<file path="src/rtl/lfsr_checker_4bit.sv">
// Lock checker for an x^4+x^3+1 LFSR stream: HUNT -> VERIFY -> LOCKED with flywheel prediction.
// Optional saturating error counter is built only when LFSR_CHK_ERRCNT_EN is defined.
module lfsr_checker_4bit #(
    parameter int LOCK_CNT = 4,
    parameter int LOSS_CNT = 3
) (
    input  logic       clk,
    input  logic       rst,
    input  logic [3:0] data_in,
    input  logic       data_valid,
    input  logic       err_clr,
    output logic       locked,
    output logic       err,
    output logic [7:0] err_count
);
    typedef enum logic [1:0] {HUNT, VERIFY, LOCKED} state_t;

    localparam logic [3:0] LOCK_C = 4'(LOCK_CNT);
    localparam logic [3:0] LOSS_C = 4'(LOSS_CNT);

    function automatic logic [3:0] lfsr_next(input logic [3:0] q);
        return {q[2:0], q[3] ^ q[2]};
    endfunction

    state_t     r_state;
    logic [3:0] r_pred;
    logic [3:0] r_match_cnt;
    logic [3:0] r_loss_cnt;
    logic       r_locked;
    logic       r_err;

    logic w_zero, w_hit, w_miss_locked;
    assign w_zero        = (data_in == 4'b0000);
    assign w_hit         = (data_in == r_pred);
    assign w_miss_locked = data_valid && (r_state == LOCKED) && !w_hit;

    always_ff @(posedge clk or negedge rst) begin
        if (!rst) begin
            r_state     <= HUNT;
            r_pred      <= 4'b0000;
            r_match_cnt <= 4'd0;
            r_loss_cnt  <= 4'd0;
            r_locked    <= 1'b0;
            r_err       <= 1'b0;
        end else begin
            r_err <= 1'b0;
            if (data_valid) begin
                case (r_state)
                    HUNT: begin
                        if (!w_zero) begin
                            r_pred      <= lfsr_next(data_in);
                            r_match_cnt <= 4'd0;
                            r_state     <= VERIFY;
                        end
                    end
                    VERIFY: begin
                        if (w_hit) begin
                            r_pred      <= lfsr_next(r_pred);
                            r_match_cnt <= r_match_cnt + 4'd1;
                            if (r_match_cnt + 4'd1 == LOCK_C) begin
                                r_state  <= LOCKED;
                                r_locked <= 1'b1;
                            end
                        end else if (!w_zero) begin
                            r_pred      <= lfsr_next(data_in);
                            r_match_cnt <= 4'd0;
                        end else begin
                            r_state <= HUNT;
                        end
                    end
                    LOCKED: begin
                        // Flywheel: the sample never reseeds the prediction while locked
                        r_pred <= lfsr_next(r_pred);
                        if (w_hit) begin
                            r_loss_cnt <= 4'd0;
                        end else begin
                            r_err <= 1'b1;
                            if (r_loss_cnt + 4'd1 == LOSS_C) begin
                                r_loss_cnt <= 4'd0;
                                r_state    <= HUNT;
                                r_locked   <= 1'b0;
                            end else begin
                                r_loss_cnt <= r_loss_cnt + 4'd1;
                            end
                        end
                    end
                    default: begin
                        r_state  <= HUNT;
                        r_locked <= 1'b0;
                    end
                endcase
            end
        end
    end

    assign locked = r_locked;
    assign err    = r_err;

`ifdef LFSR_CHK_ERRCNT_EN
    logic [7:0] r_err_count;

    // Clear beats a simultaneous error; count saturates at 255
    always_ff @(posedge clk or negedge rst) begin
        if (!rst) begin
            r_err_count <= 8'h00;
        end else if (err_clr) begin
            r_err_count <= 8'h00;
        end else if (w_miss_locked && (r_err_count != 8'hFF)) begin
            r_err_count <= r_err_count + 8'h01;
        end
    end

    assign err_count = r_err_count;
`else
    logic w_unused_err_clr;
    assign w_unused_err_clr = err_clr;
    assign err_count        = 8'h00;
`endif

endmodule

</file>
<file path="config.mk">
export PLATFORM = sky130hd
export DESIGN_NAME = lfsr_checker_4bit
export DESIGN_NICKNAME = d
export VERILOG_FILES = /design/src/rtl/lfsr_checker_4bit.sv
export SDC_FILE = /design/constraint.sdc
export NUM_CORES = 1
export LEC_CHECK = 0
export BUFFER_PORTS_ARGS = -buffer_cell sky130_fd_sc_hd__clkbuf_2
export CORE_MARGIN = 2
export CORE_UTILIZATION = 60
export CTS_BUF_LIST = sky130_fd_sc_hd__clkbuf_2
export CTS_CLUSTER_SIZE = 24
export DETAILED_ROUTE_END_ITERATION = 7
export PLACE_DENSITY = 0.82
export SETUP_SLACK_MARGIN = 0.15
export SYNTH_ARGS = -nofsm -noshare
export SYNTH_HDL_FRONTEND = slang
export SYNTH_SLANG_ARGS = --single-unit
</file>
<file path="constraint.sdc">
create_clock -name clk -period 7.05 [get_ports clk]
set_clock_uncertainty 0.1 [all_clocks]
set_input_delay 0.3525 -clock clk [delete_from_list [all_inputs] [get_ports clk]]
set_output_delay 0.3525 -clock clk [all_outputs]
set_load 0.005 [all_outputs]
</file>
# After elaboration in Yosys (flattened, before gate mapping)
# Cells that the tools add are included.
[totals]
out_inout_bits = 10
ff_bits = 16
mem_bits_rw = 0
romBits = 0
latchBits = 0
n_memories = 0
[op_classes]
n_mul = 0
shifts = 0
reduce_logical = 9
n_mux = 23
addsub = 2
n_div = 0
bitwise_logic = 3
eq_ne = 12
n_lt_le_gt_ge = 0
[ops]
columns = ["op", "n"]
rows = [
  ["4-bit two-way mux", 6],
  ["2-bit two-way mux", 6],
  ["4-bit one-hot mux with 3 select lines", 1],
  ["6-bit AND reduction", 2],
  ["4-bit by 1-bit adder with 4-bit output (second input constant)", 2],
  ["2-bit != test (second input constant)", 4],
  ["4-bit one-hot mux with 2 select lines", 1],
  ["1-bit two-way mux", 7],
  ["3-bit != test (second input constant)", 2],
  ["2-bit one-hot mux with 3 select lines", 1],
  ["2-bit AND reduction", 3],
  ["4-bit by 2-bit == test with 1-bit output (second input constant)", 1],
  ["4-bit by 3-bit == test with 1-bit output (second input constant)", 1],
  ["4-bit == test", 1],
  ["4-bit zero test", 1],
  ["1-bit one-hot mux with 3 select lines", 1],
  ["3-bit nonzero test", 1],
  ["2-bit by 1-bit == test with 1-bit output (second input constant)", 1],
  ["2-bit == test (second input constant)", 1],
  ["2-bit zero test", 1],
  ["2-bit by 1-bit != test with 1-bit output (second input constant)", 1],
  ["2-bit nonzero test", 1],
  ["1-bit bitwise XOR", 2],
  ["1-bit NOT", 1],
]

# Longest topological paths before layout
# Gate-level depths: netlist of the first run.
[logic_depth]
ltp_word = 5
ltp_mapped = 7

# Least setup slack after synthesis of the first run
# No wires, ideal clock.
[synth_path]
path_kind = "reg2reg"
startpoint = "register r_loss_cnt[0]"
endpoint = "register r_state[0]"
n_path_buf = 0
arrival_ns = 2.048
required_ns = 6.825
path_stages_with_launch = 7
setup_slack_ns = 4.777
cell_sequence = "dfrtp_1 ha_1 or4b_1 o31ai_2 a31oi_2 a221o_2 mux2_4"
[synth_via]
elab_chain_cells = 4
[synth_rtl]
columns = ["element", "line", "text"]
rows = [
  ["start, declared", "28", "logic [3:0] r_loss_cnt;"],
  ["start signal, assigned", "83", "r_loss_cnt <= r_loss_cnt + 4'd1;"],
  ["4-bit by 1-bit adder with 4-bit output", "78", "if (r_loss_cnt + 4'd1 == LOSS_C) begin"],
  ["4-bit by 2-bit == test with 1-bit output", "78", ""],
  ["2-bit by 1-bit != test with 1-bit output (no source line)", "-", ""],
  ["6-bit AND reduction (no source line)", "-", ""],
  ["end signal, assigned", "68", "r_state <= HUNT;"],
  ["end signal, assigned", "80", "r_state <= HUNT;"],
  ["end signal, assigned", "88", "r_state <= HUNT;"],
  ["end, declared", "25", "state_t r_state;"],
]
# Every way passes these cells.
# A chain may end at the register's enable or synchronous reset.

# Final worst setup path of the first run
[layout_path]
startpoint = "register r_loss_cnt[0]"
endpoint = "register r_state[1]"
# Same word-level chain as after synthesis.

==> impl_metrics.tcl, run 1 <==
set metrics [dict create \
    cp_slowest_stage_delay_ns 0.54 \
    ir_worst_vdd_mv 0.1988 \
    p_int_w 0.0001974 \
    first_global_vias 747 \
    holdCritPathClass "in -> reg" \
    max_freq_ghz 0.4096 \
    seq_area_frac_synth_pct 35.01 \
    synthCells 108 \
    drive_gt1_share_pct 20.00 \
    area_delta_synth_final_pct 5.799 \
    pwr-share-clk_pct 12.5 \
    clkLatencyLatePin_ns 0.29 \
    synth_xor_area_share_pct 7.330 \
    synth_mux_area_share_pct 3.939 \
    avgSynthCellArea_um2 10.59 \
    worstReg2RegStart "r_loss_cnt[0]$_DFFE_PN0P_" \
    drtIter0Drc 27 \
    switching_share_pct 42.08 \
    r2r_cells 6 \
    synthTopCellsByCount "dfrtp_1 (16), buf_4 (8), ha_1 (8)" \
    arrival_ns 2.53 \
    synth_top_family_by_area "compound AO/OA/AOI/OAI gates" \
    die_area_um2 2271 \
    synth_cell_type_count 40 \
    finalSetupTns_ns 0 \
    worstSetupPathType "reg -> reg" \
    whs_path_depth 2 \
    tightest_slew_ns 0.5618 \
    critPathCaptureType "flop" \
    die_w_um 47.66 \
    p_leak_nw 0.5900 \
    wl_um 2013 \
    chipHeight_um 47.66 \
    worstPathCellList "ha_1, or4b_1, o31ai_2, a31oi_2, a221o_2, mux2_4" \
    diodes 0 \
    syn_area_um2 1144 \
    yosysWarnings 0 \
    port_buffers 8 \
    cts_tree "yes" \
    hold_path.startpoint "data_valid" \
    place_congestion 0.8032 \
    row_count 15 \
    slowest_stage "or4b_1" \
    critPathMaxFanout 7 \
    yosysMostFrequentCell "dfrtp_1" \
    cts_hold_buf 1 \
    grt_setup_unrepaired "no" \
    start_kind "flop" \
    cts.repair.resized 0 \
    antenna_found_initial 0 \
    ys_seq_elements 16 \
    clk_pin_slew_worst_paths_ns 0.17 \
    synth-adder-area-share_pct 8.753 \
    cp-startpoint "r_loss_cnt[0]$_DFFE_PN0P_" \
    cts_setup_buffers 0 \
    initial_utilization_pct 64.82 \
    cap_violations 0 \
    numCtsBuffers 3 \
    async_reset_ff_share_pct 100.0 \
    cts_buffer_depth 2 \
    p_switching_w 0.0001434 \
    ff2ff_setup_slack_ns 4.61 \
    cp.depth 6 \
    wire_per_inst_um 13.88 \
    drc 0 \
    setup_viol 0 \
    first_pass_iters 4 \
    vias 827 \
    grt_usage_pct 21.01 \
    synth_compound_area_share_pct 19.91 \
    cts.sink_count 16 \
    grt.overflow.total 0 \
    crit_required_ns 7.14 \
    p_per_area_nw_per_um2 281.7 \
    cp_num_buf_inv 0 \
    final_nets 137 \
    htreeDepth 1 \
    p_comb_share_pct 45.5 \
    synth_area_leaders "dfrtp_1 (35%), ha_1 (8.8%), buf_4 (5.3%), xor2_2 (4.3%), mux2_4 (3.9%)" \
    r2r_end "r_state[1]$_DFFE_PN0P_" \
    core_area_um2 1764 \
    grt_max_degree 17 \
    root_buffer "clkbuf_2" \
    synth-simple-area-share_pct 17.83 \
    synth_edf_count 0 \
    synth_top_area_share_pct 35.01 \
    critical-path-top-delay-family "compound AO/OA/AOI/OAI gates" \
    ant_nets 0 \
    grt_pass1_wl_um 3284 \
    crit_path_end "r_state[1]$_DFFE_PN0P_" \
    hold_viol_final 0 \
    io_pins 18 \
    maxSlewViolCount 0 \
    synthFlopType "dfrtp_1" \
    post-route-min-period_ns 2.441 \
    yosys.area.top_type "dfrtp_1" \
    utilization_pct 68.58 \
    slew_headroom_pct 62.26 \
    outcome "complete, no violations" \
    dp.final_hpwl_um 1571 \
    final.period_utilization_pct 34.63 \
    fillers 150 \
    pwr-share-seq_pct 42.0 \
    via_per_inst 5.703 \
]
[power by group through the flow]
| stage | Combinational [W] | Clock [W] | Sequential (W) |
|---|---|---|---|
| 6_report | 0.000155 | 0.0000426 | 0.000143 |
| 5_1_grt | 0.000172 | 0.0000488 | 0.000147 |
| 4_1_cts | 0.000155 | 0.0000431 | 0.000144 |
| 3_5_place_dp | 0.000153 | 0 | 0.000145 |
| 3_3_place_gp | 0.000146 | 0 | 0.000144 |
| 2_1_floorplan | 0.000129 | 0 | 0.000139 |
[stage by stage]
stage,power (W),cells,hold WS (ns),cell area (um2),worst slack (ns)
final,0.0003408,145,0.3392,1210,4.609
after CTS,0.0003416,145,0.3466,1210,4.607
after detailed placement,0.0002983,140,0.1984,1181,4.550
after global placement,0.0002903,140,0.1881,1181,4.588
after floorplan,0.0002681,115,-0.04309,1170,4.777
after global routing,0.0003681,145,0.3429,1210,4.517
[worst reg2reg max path, delay by kind of cell, from the launching register on]
kind	cells	cell delay [ns]
AOI/OAI and AO/OA	3	0.64
muxes	1	0.31
and+or+nand+nor	1	0.54
DFF	1	0.47
adders and majority gates	1	0.27
[sequential cells by signal, summed over array words and instances, names as in the netlist]
register	flops
err	1
locked	1
r_state	2
r_pred	4
r_match_cnt	4
r_loss_cnt	4
[worst min path at each step]
| stage | endpoint | slack [ns] |
|---|---|---|
| final | r_match_cnt[1]$_DFFE_PN0P_ | 0.34 |
| after global routing | r_match_cnt[1]$_DFFE_PN0P_ | 0.34 |
| after CTS | r_match_cnt[1]$_DFFE_PN0P_ | 0.35 |
| after detailed placement | err$_DFF_PN0_ | 0.20 |
| after global placement | err$_DFF_PN0_ | 0.19 |
| after floorplan | err$_DFF_PN0_ | -0.04 |
[area by class of cell]
| class | instances | area (um2) | share of cell area (%) |
|---|---|---|---|
| Multi-Input combinational cell | 86 | 690.7 | 57.08 |
| Sequential cell | 16 | 400.4 | 33.09 |
| Timing Repair Buffer | 9 | 50.05 | 4.137 |
| Tap cell | 25 | 31.28 | 2.585 |
| Inverter | 5 | 18.77 | 1.551 |
| Clock buffer | 3 | 15.01 | 1.241 |
| Clock inverter | 1 | 3.754 | 0.3102 |
[layout by cell type, fill, tap and decap left out, types with 2 or more instances in the layout]
cell type and n:
a21o_1 2, a221o_1 4, clkbuf_2 11, conb_1 8, dfrtp_1 16, ha_1 8
inv_1 5, mux2_4 3, nand2_1 7, nand2b_1 3, nand3_1 4, nor2_1 5
nor2b_1 2, nor3_1 2, nor3b_1 2, nor4_1 3, o21ai_0 3, o21ai_1 3
o2bb2ai_1 2, xor2_1 3, xor2_2 3
[cells by family after synthesis]
| logic type | count (synthesis) |
|---|---|
| compound gates | 26 |
| xor+xnor | 7 |
| fa+ha+maj | 8 |
| buf+inv | 13 |
| flops | 16 |
| mux | 3 |
| other cells | 1 |
| simple gates | 34 |
[per-layer routing]
metal,GRT usage (%),part of all wire [%],vias up
li1,-,-,402
met1,24.94,43,392
met2,35.41,51,27
met3,5.283,5.0,6
met4,10.27,1.8,0
met5,0,0,-
No activity file was read; power rests on OpenSTA's default activity.
==> run 2: changes to the inputs <==
--- a/config.mk
+++ b/config.mk
@@ -5,13 +5,14 @@
 export SDC_FILE = /design/constraint.sdc
 export NUM_CORES = 1
 export LEC_CHECK = 0
+export ABC_AREA = 1
 export BUFFER_PORTS_ARGS = -buffer_cell sky130_fd_sc_hd__clkbuf_2
 export CORE_MARGIN = 2
-export CORE_UTILIZATION = 60
+export CORE_UTILIZATION = 59
 export CTS_BUF_LIST = sky130_fd_sc_hd__clkbuf_2
 export CTS_CLUSTER_SIZE = 24
 export DETAILED_ROUTE_END_ITERATION = 7
-export PLACE_DENSITY = 0.82
+export PLACE_DENSITY = 0.8
 export SETUP_SLACK_MARGIN = 0.15
 export SYNTH_ARGS = -nofsm -noshare
 export SYNTH_HDL_FRONTEND = slang
==> constraint.sdc (replaced) <==
create_clock -name clk -period 2.3 [get_ports clk]
set_clock_uncertainty 0.1 [all_clocks]
set_input_delay 0.115 -clock clk [delete_from_list [all_inputs] [get_ports clk]]
set_output_delay 0.115 -clock clk [all_outputs]
set_load 0.005 [all_outputs]
==> run 2 against run 1 <==
Net effect: clock power grew to 3.0 times the previous value; critical path depth grew 1; core utilization shrank 4.5 points; cell area grew 15%; register-to-register slack lost 4.0 ns; hold slack lost 0.22 ns; non-clock buffer count grew 1; sequential power grew to 3.3 times the previous value.
==> impl_metrics.tcl, run 2 <==
set metrics [dict create \
    worstSetupPathType "reg -> reg" \
    design_area_um2 1390 \
    diodes 0 \
    yosysWarnings 0 \
    start_kind "flop" \
    numCtsBuffers 3 \
    area_delta_synth_final_pct 5.208 \
    top_regs "r_loss_cnt x4, r_match_cnt x4, r_pred x4" \
    worstReg2RegStart "r_state[1]$_DFFE_PN0P_" \
    cts_setup_buffers 0 \
    arrival_ns 1.78 \
    final_cell_mix "nand2_1 (62), inv_1 (27), dfrtp_1 (16), clkbuf_2 (11)" \
    wl_um 2501 \
    final.period_utilization_pct 73.12 \
    core_area_um2 2170 \
    synthCells 184 \
    synth_edf_count 0 \
    p_leak_nw 0.8030 \
    clkLatencyLatePin_ns 0.29 \
    htreeDepth 1 \
    hold_viol_final 0 \
    port_buffers 8 \
    cts_buffer_depth 2 \
    dp.final_hpwl_um 2073 \
    max_freq_ghz 0.5946 \
    cts_tree "yes" \
    slowest_stage "dfrtp_1" \
    vias 1093 \
    drc 0 \
    grt_max_degree 17 \
    grt_pass1_wl_um 4374 \
    grt.overflow.total 0 \
    critical-path-top-delay-family "flip-flops" \
    ir_worst_vdd_mv 0.6309 \
    setup_viol 0 \
    syn_area_um2 1321 \
    holdCritPathClass "in -> reg" \
    p_per_area_nw_per_um2 924.8 \
    synthFlopType "dfrtp_1" \
    clk_pin_slew_worst_paths_ns 0.15 \
    drive_gt1_share_pct 17.35 \
    final_nets 213 \
    initial_utilization_pct 60.90 \
    postPlaceCellArea_um2 1351 \
    ant_nets 0 \
    critPathMaxFanout 8 \
    worstPathCellList "inv_1, ha_1, nor2_1, nor2_1, o21ai_2, nand2_1, nand2_1" \
    avgSynthCellArea_um2 7.181 \
    row_count 17 \
    via_per_inst 4.879 \
    wire_per_inst_um 11.17 \
    synth_area_leaders "dfrtp_1 (30%), nand2_1 (18%), inv_1 (7.7%), ha_1 (7.6%), buf_4 (4.5%)" \
    die_w_um 51.32 \
    cp_num_buf_inv 1 \
    synth_cell_type_count 25 \
    place_congestion 0.8664 \
    synthTopCellsByCount "nand2_1 (62), inv_1 (27), dfrtp_1 (16)" \
    first_pass_iters 4 \
    post-route-min-period_ns 1.682 \
    ys_seq_elements 16 \
    chipHeight_um 51.32 \
    yosys.area.top_type "dfrtp_1" \
    die_area_um2 2634 \
    finalSetupTns_ns 0 \
    async_reset_ff_share_pct 100.0 \
    cp_slowest_stage_delay_ns 0.44 \
    yosysMostFrequentCell "nand2_1" \
    seq_area_frac_synth_pct 30.30 \
    antenna_found_initial 0 \
    critPathCaptureType "flop" \
    cts.sink_count 16 \
    hold_path.startpoint "data_in[0]" \
    cap_violations 0 \
    layout_commonest_cell "nand2_1" \
    fillers 215 \
    crit_required_ns 2.40 \
    cp-startpoint "r_state[1]$_DFFE_PN0P_" \
    outcome "complete, no violations" \
    synth_top_area_share_pct 30.30 \
    io_pins 18 \
    drtIter0Drc 14 \
    first_global_vias 1041 \
    timing.hold.ws_ns 0.1152 \
    grt_setup_unrepaired "no" \
    root_buffer "clkbuf_2" \
    maxSlewViolCount 0 \
    grt_usage_pct 22.08 \
]
## run 2: cell type report
type	count	area (um2)	share of cell area, %
Multi-Input combinational cell	134	755.7	54.37
Sequential cell	16	400.4	28.80
Inverter	32	120.1	8.641
Timing Repair Buffer	10	60.06	4.320
Tap cell	28	35.03	2.520
Clock buffer	3	15.01	1.080
Clock inverter	1	3.754	0.2700
## run 2: cells by family (layout without fill, tap and decap cells)
group,Yosys count,in the layout,share of synthesized area [%]
and+or+nand+nor,98,98,38.07
buffers and inverters,41,46,14.49
AOI/OAI and AO/OA,19,19,8.618
DFF,16,16,30.30
adders and majority gates,8,8,7.576
other,1,8,0.2838
xor gates and xnor gates,1,1,0.6630
## run 2: path summary, 6_finish.rpt
path                            slack [ns]  cells past startpoint                          to
worst max register to register        0.62                      7  r_match_cnt[3]$_DFFE_PN0P_
worst min register to register        0.39                      2          locked$_DFFE_PN0P_
worst max-delay path                  0.62                      7  r_match_cnt[3]$_DFFE_PN0P_
max in group asynchronous             1.67                      2      r_state[0]$_DFFE_PN0P_
worst min-delay path                  0.12                      6       r_pred[2]$_DFFE_PN0P_
min in group asynchronous             0.15                      2               err$_DFF_PN0_
## run 2: worst reg2reg max path: stages, from the launching register on
cell and delay, ns:
dfrtp_1 0.44, inv_1 0.09, ha_1 0.40, nor2_1 0.09, nor2_1 0.20, o21ai_2 0.12, nand2_1 0.08, nand2_1 0.05
## run 2: per-layer routing
| layer | vias up | wire length, um | track usage [%] |
|---|---|---|---|
| li1 | 575 | - | - |
| met1 | 504 | 1087 | 25.65 |
| met2 | 12 | 1332 | 41.34 |
| met3 | 2 | 71 | 5.263 |
| met4 | 0 | 9 | 3.947 |
| met5 | - | 0 | 0 |
## run 2: what timing repair did
action	in CTS	in global routing
hold buffers	2	0
resized for setup	0	0
endpoints found under the hold margin	18	0
## run 2: power breakdown
group / leakage (nW) / switching [W] / internal [W]
Clock: 0.0140 / 0.0000891 / 0.0000378
Combinational: 0.583 / 0.000453 / 0.000240
Sequential: 0.206 / 0.0000997 / 0.000366
Total: 0.803 / 0.000641 / 0.000644
## run 2: per-stage QoR
stage               setup slack (ns)  utilization (%)  power, W  std cells
finish                        0.6183            64.07  0.001286        224
detailed placement            0.6444            62.28  0.001162        218
CTS                           0.6215            64.07  0.001294        224
floorplan                     0.8780                -  0.001036        191
global route                  0.4618            64.07  0.001414        224
global placement              0.6755            62.28  0.001118        218
